$ cat src/rtl/tcgrom_arbiter.sv
// Round-robin arbiter sharing the combinational character-ROM read port between glyph renderers.
// Grant and ROM address are registered; the row bitmap returns tagged to its winner one cycle later.
module tcgrom_arbiter #(
   parameter int N_REQ  = 4,
   parameter int ADDR_W = 9,
   parameter int DATA_W = 8
) (
   input  logic                      clk,
   input  logic                      rst_n,
   input  logic [N_REQ-1:0]          req,
   input  logic [N_REQ*ADDR_W-1:0]   req_addr,
   output logic [N_REQ-1:0]          gnt,
   output logic [ADDR_W-1:0]         rom_addr,
   input  logic [DATA_W-1:0]         rom_data,
   output logic [N_REQ-1:0]          rd_valid,
   output logic [DATA_W-1:0]         rd_data
);

   localparam int PTR_W = (N_REQ > 2) ? $clog2(N_REQ) : 1;
   localparam logic [N_REQ-1:0] ONE = {{(N_REQ-1){1'b0}}, 1'b1};

   logic [PTR_W-1:0] ptr;
   logic [PTR_W-1:0] tag;
   logic             vld1;
   logic [N_REQ-1:0] eff;
   logic [N_REQ-1:0] rot;
   logic [PTR_W:0]   sum;
   logic [PTR_W-1:0] win;
   logic             win_vld;

   // rot[k] is the request k places after ptr; scanning k downward leaves the nearest one.
   always_comb begin
      eff     = req & ~gnt;
      rot     = N_REQ'({eff, eff} >> ptr);
      sum     = '0;
      win     = '0;
      win_vld = 1'b0;
      for (int k = N_REQ - 1; k >= 0; k--) begin
         if (rot[k]) begin
            sum = {1'b0, ptr} + (PTR_W+1)'(k);
            if (sum >= (PTR_W+1)'(N_REQ)) begin
               sum = sum - (PTR_W+1)'(N_REQ);
            end
            win     = sum[PTR_W-1:0];
            win_vld = 1'b1;
         end
      end
   end

   always_ff @(posedge clk or negedge rst_n) begin
      if (!rst_n) begin
         gnt      <= '0;
         rom_addr <= '0;
         tag      <= '0;
         vld1     <= 1'b0;
         ptr      <= '0;
      end else if (win_vld) begin
         gnt      <= ONE << win;
         rom_addr <= req_addr[win*ADDR_W +: ADDR_W];
         tag      <= win;
         vld1     <= 1'b1;
         ptr      <= (win == PTR_W'(N_REQ - 1)) ? '0 : win + 1'b1;
      end else begin
         gnt      <= '0;
         vld1     <= 1'b0;
      end
   end

   // Return stage: rom_addr has been stable for a full cycle, so rom_data belongs to tag.
   always_ff @(posedge clk or negedge rst_n) begin
      if (!rst_n) begin
         rd_valid <= '0;
         rd_data  <= '0;
      end else begin
         rd_valid <= vld1 ? (ONE << tag) : '0;
         if (vld1) begin
            rd_data <= rom_data;
         end
      end
   end

endmodule

$ cat config.mk
export PLATFORM = sky130hd
export DESIGN_NAME = tcgrom_arbiter
export DESIGN_NICKNAME = d
export VERILOG_FILES = /design/src/rtl/tcgrom_arbiter.sv
export SDC_FILE = /design/constraint.sdc
export NUM_CORES = 1
export LEC_CHECK = 0
export CORE_MARGIN = 3
export CORE_UTILIZATION = 41
export DETAILED_ROUTE_END_ITERATION = 6
export PLACE_DENSITY = 0.75
export RECOVER_POWER = 50
export SYNTH_ARGS = -nofsm -noshare
export SYNTH_HDL_FRONTEND = slang
export SYNTH_SLANG_ARGS = --single-unit
export TNS_END_PERCENT = 20
$ cat constraint.sdc
create_clock -name clk -period 2.28 [get_ports clk]
set_clock_uncertainty 0.05 [all_clocks]
set_input_delay 0.456 -clock clk [delete_from_list [all_inputs] [get_ports clk]]
set_output_delay 0.456 -clock clk [all_outputs]
set_load 0.1 [all_outputs]
### Word level (Yosys, flattened, before mapping)

Cells that the tools add are included.
Widths: inputs -> output; s select.

* bits in registers: 30

* order comparisons: 4
* mux-type cells: 16
* shifts and indexed selects: 4
* $add $sub $neg: 8
* bitwise logic cells: 2
* equal/unequal tests: 1
* multiply operators: 1

Operators by type and width (number)
* $shiftx 36x7->9: 1
* $mux 2: 9
* $ge 3x3->1 const B: 3
* $mux 4: 2
* $shl 1x2->4 const A: 2
* $shr 8x2->4: 1
* $sub 2x1->2 const B: 4
* $add 2x2->3 const B: 2
* $mul 2x4->6 const B: 1
* $mux 1: 5
* $and 4x4->4: 1
* $not 4->4: 1
* $add 2x1->3 const B: 1
* $ge 2x3->1 const B: 1
* $add 2x1->2 const B: 1
* $eq 2x2->1 const B: 1

### Longest topological paths before layout

* depth after elaboration: 9
* gate-level depth with buffers: 7

### Worst setup path before layout

OpenSTA, ideal clock, no wires.

* kind: register to register
* from: reg gnt[0]
* to: reg ptr[1]
* path slack: -366 ps
* data arrival time: 2469 ps
* stages on the path, launching flop included: 8
* buffers on the path: 1
* library setup time: 127 ps
* data required time: 2103 ps
* cell sequence: dfrtp_1 -> nor2b_1 -> a2111oi_2 -> o32ai_2 -> buf_4 -> inv_1 -> ha_1 -> mux2_1

* cells in the longest elaborated chain, start to end: 9
* elaborated cells on any way between the ends: 14

RTL lines
* from (decl): line 12 `output logic [N_REQ-1:0] gnt,`
* from (signal assigned): line 58 `gnt <= ONE << win;`
* $not 4->4 *: line 33 `eff = req & ~gnt;`
* $and 4x4->4 *: line 33
* $shr 8x2->4 *: line 34 `rot = N_REQ'({eff, eff} >> ptr);`
* $mux 2 (4 in a row): line 39 `if (rot[k]) begin`
* $add 2x1->2 / $eq 2x2->1 (equally long branches): line 62 `ptr <= (win == PTR_W'(N_REQ - 1)) ? '0 : win + 1'b1;`
* $mux 2: line 62
* to (signal assigned): line 62
* to (decl): line 22 `logic [PTR_W-1:0] ptr;`

Mark *: on every way between the ends. The rest lies on a longest branch, timed or not.
A chain may end at the register's enable or synchronous reset.

### Final worst setup path

* from: in req[0]
* to: reg ptr[1]

* cells in the longest elaborated chain, start to end: 8
* elaborated cells on any way between the ends: 13

RTL lines
* from (decl): line 10 `input logic [N_REQ-1:0] req,`
* $and 4x4->4 *: line 33
* $shr 8x2->4 *: line 34
* $mux 2 (4 in a row): line 39
* $add 2x1->2 / $eq 2x2->1 (equally long branches): line 62
* $mux 2: line 62

Marked as above.

==> run metrics <==
worst r2r path cells 6; Worst Max-Slew Pin Slew 738 ps; most area-hungry cell type in the Yosys netlist sky130_fd_sc_hd__dfrtp_1; crit-path leading delay family compound AO/OA/AOI/OAI gates; Row Count 22; Synth-to-Final Area Change 55.9%; Avg WL per Cell around 16 um; combined global-route utilization of all metal layers between 10% and 20%; total standard cell area after synthesis around 1600 um2; master cell of the clock root buffer sky130_fd_sc_hd__clkbuf_8; first-pass GRT wire length 7560 um; setup repair after global routing missed its margin no; DRC violations left 0; buffers from clock root to sink, at most 2; core area ~3800 um2; portion of synthesized cell area occupied by the leading cell type between 40 and 50%; r2r endpoint ptr[1]; routed via count ~1,400; post-CTS setup buffer count 0; final hold vios 0; Arr. time, crit path about 2200 ps; CTS sink count 30; startpoint kind of the worst setup timing path input pin; type of the worst min-delay path flip-flop to flip-flop; DRT Pass-1 Iters 4; Max-Cap Viols 0; sequential-to-total area share from yosys stat 45.6%; post-layout power about 4.3 mW; number of gates resized after cts 0; # IOs 75; per-cell via count in the routed design 5.20; delay of the slowest cell on the worst path 400 ps; buffer and inverter count on the worst path 2; height of the die about 69 um; largest fanout on the critical path 3; setup TNS 0 ps; portion of the clock cycle consumed by the worst path in the final layout 92.4%; largest net degree at the start of global routing 31; total inserted antenna cells 0; IR Drop Worst-Case VDD around 0.00088 V; Crit Path Category input pin to flip-flop; depth of the critical timing path with buffers and inverters included 7; number of antenna violations at the first check in global routing 0; slowest library cell on the worst path sky130_fd_sc_hd__clkdlybuf4s50_1; number of storage elements in the synthesis netlist 30; post-route minimum period between 2000 and 2500 ps; Synth Warn # 0; endpoint class of the critical path flip-flop; Leak Pwr 1.15 nW; clk_lat worst skew approximately 280 ps; vias in the first global route ~1,600; total of hold buffers inserted after clock tree synthesis 0; origin of the critical flop-to-flop path gnt[0]; Mean Syn Cell Area 11.9 um2; effective utilization at floorplan between 40% and 50%; total routed wirelength around 4500 um; run status completed; distinct cell type count after synthesis 29; number of H-tree levels 2; CTS tree yes; number of max-slew violations in the final report 0; area of combinational cells with multiple inputs 776 um2; horizontal die dimension 69.4 um; die outline area 4810 um2; Critical Path Source req[0]; total congestion overflow after global routing 0; number of nets in the layout 275; Mapped Nets 189; dpl hpwl about 3500 um; Final GP Congestion 0.809; area occupied by registers 763 um2; critical path, cell by cell clkdlybuf4s50_1 -> nor2b_2 -> a2111oi_2 -> o32ai_2 -> inv_1 -> ha_1 -> mux2_1; Max transition margin between 50 and 60%; CTS buffer count 5; Clock Pin Slew Worst Setup and Hold Paths 60 ps; Worst setup endpoint ptr[1]; number of inserted filler cells in the final layout roughly 280; Worst EP required roughly 2400 ps; quantity of I/O buffers inserted on ports between 70 and 80; final count of negative-setup-slack endpoints 0; main area contributors after synthesis sky130_fd_sc_hd__dfrtp_1, sky130_fd_sc_hd__a211oi_2, sky130_fd_sc_hd__mux2i_1; layout cell share with drive strength beyond 1 about two fifths; Detail Route Antenna Nets 0; count of routing violations after the opening detailed-route iteration between 40 and 50; instance count of the mapped netlist approximately 140; Power Density roughly 1700 nW/um2; upper clock frequency limit ~470 MHz; worst setup slack for register-to-register paths 340 ps
-- worst min-delay path by stage --
stage	startpoint	to	slack, ps	depth (start not counted)
2_1_floorplan	rst_n	gnt[2]	110	0
3_3_place_gp	tag[1]	rd_valid[1]	390	1
3_5_place_dp	tag[1]	rd_valid[1]	400	1
4_1_cts	tag[1]	rd_valid[1]	400	1
5_1_grt	tag[1]	rd_valid[1]	440	1
6_report	tag[1]	rd_valid[1]	400	1
-- cell type report --
cell class,instances,share of cell area (%)
clock buffer,6,3.22
clock inverter,2,2.34
inverter,14,2.24
multi-input combinational,87,30.2
sequential,30,29.8
tap,48,2.34
timing repair buffer,86,29.9
-- report_power, final --
group	internal [mW]	switching, mW
logic	0.828	1.93
registers	0.755	0.158
clock network	0.466	0.197
total	2.05	2.29
-- kinds of logic after synthesis --
group                      synth area share [%]
AOI/OAI and AO/OA                          23.7
and+or+nand+nor                            11.0
DFF                                        45.6
buffers and inverters                      7.38
muxes                                      11.6
adders and majority gates                 0.760
-- Yosys cell counts --
| library cell | number |
|---|---|
| sky130_fd_sc_hd__dfrtp_1 | 30 |
| sky130_fd_sc_hd__nor2_1 | 17 |
| sky130_fd_sc_hd__a211oi_2 | 15 |
| sky130_fd_sc_hd__inv_1 | 13 |
| sky130_fd_sc_hd__a221oi_1 | 9 |
| sky130_fd_sc_hd__mux2i_1 | 9 |
| sky130_fd_sc_hd__mux2_2 | 8 |
| sky130_fd_sc_hd__buf_6 | 4 |
| sky130_fd_sc_hd__a211oi_1 | 3 |
| sky130_fd_sc_hd__a21oi_2 | 3 |
| sky130_fd_sc_hd__nor2b_1 | 3 |
| sky130_fd_sc_hd__and3_1 | 2 |
| sky130_fd_sc_hd__buf_4 | 2 |
| sky130_fd_sc_hd__nand2_1 | 2 |
| sky130_fd_sc_hd__nand2b_1 | 2 |
| sky130_fd_sc_hd__nor3b_2 | 2 |
| sky130_fd_sc_hd__o21ai_1 | 2 |
| sky130_fd_sc_hd__a2111oi_2 | 1 |
| sky130_fd_sc_hd__a21boi_2 | 1 |
| sky130_fd_sc_hd__a22oi_4 | 1 |
| sky130_fd_sc_hd__and2_1 | 1 |
| sky130_fd_sc_hd__and2_4 | 1 |
| sky130_fd_sc_hd__clkbuf_1 | 1 |
| sky130_fd_sc_hd__clkinv_4 | 1 |
| sky130_fd_sc_hd__ha_1 | 1 |
| sky130_fd_sc_hd__mux2_1 | 1 |
| sky130_fd_sc_hd__nor2b_4 | 1 |
| sky130_fd_sc_hd__o32ai_2 | 1 |
| sky130_fd_sc_hd__or4_4 | 1 |
-- flip-flops by register name, indices dropped and copies added, names as in the netlist --
name      count
ptr           2
rd_data       8
tag           2
vld1          1
rom_addr      9
rd_valid      4
gnt           4
-- cell usage in the layout (no fill, tap or decap), types with 2 or more instances in the layout --
cell type                         synthesis  layout
sky130_fd_sc_hd__inv_1                   13      13
sky130_fd_sc_hd__a21oi_2                  3       3
sky130_fd_sc_hd__bufinv_16                0       2
sky130_fd_sc_hd__clkdlybuf4s50_1          0      48
sky130_fd_sc_hd__a221oi_1                 9       9
sky130_fd_sc_hd__nand2_1                  2       2
sky130_fd_sc_hd__nand2b_1                 2       2
sky130_fd_sc_hd__a211oi_1                 3       3
sky130_fd_sc_hd__clkbuf_8                 0       6
sky130_fd_sc_hd__dfrtp_4                  0       3
sky130_fd_sc_hd__o21ai_1                  2       2
sky130_fd_sc_hd__mux2_2                   8       8
sky130_fd_sc_hd__buf_4                    2      36
sky130_fd_sc_hd__nor2_1                  17      17
sky130_fd_sc_hd__nor3b_2                  2       2
sky130_fd_sc_hd__dfrtp_1                 30      26
sky130_fd_sc_hd__a211oi_2                15      15
sky130_fd_sc_hd__nor2b_1                  3       2
sky130_fd_sc_hd__mux2i_1                  9       9
sky130_fd_sc_hd__and3_1                   2       2
-- worst register-to-register path, stage by stage (launching register included) --
cell and delay [ps]:
sky130_fd_sc_hd__dfrtp_4 500, sky130_fd_sc_hd__nor2b_2 200, sky130_fd_sc_hd__a2111oi_2 100, sky130_fd_sc_hd__o32ai_2 260, sky130_fd_sc_hd__inv_1 120, sky130_fd_sc_hd__ha_1 290
sky130_fd_sc_hd__mux2_1 300
-- stage by stage --
step / std cells / instance area [um2] / hold slack, ps / util (%) / worst slack (ps)
global route: 273 / 2560 / 441 / 68.0 / 96.8
global placement: 265 / 2420 / 388 / 64.3 / -35.5
floorplan: 138 / 1660 / 110 / - / 0.604
finish: 273 / 2560 / 400 / 68.0 / 173
detailed placement: 265 / 2420 / 398 / 64.3 / -97.6
CTS: 273 / 2570 / 404 / 68.1 / 171
-- metal layers --
| metal | global-route usage [%] | up-vias | part of all wire (%) |
|---|---|---|---|
| met5 | 0 | - | 0 |
| met4 | 7.16 | 0 | 1.7 |
| met3 | 5.51 | 8 | 5.1 |
| met2 | 33.3 | 47 | 50 |
| met1 | 24.0 | 688 | 43 |
| li1 | - | 676 | - |
Power figures use the tool's default switching activity.
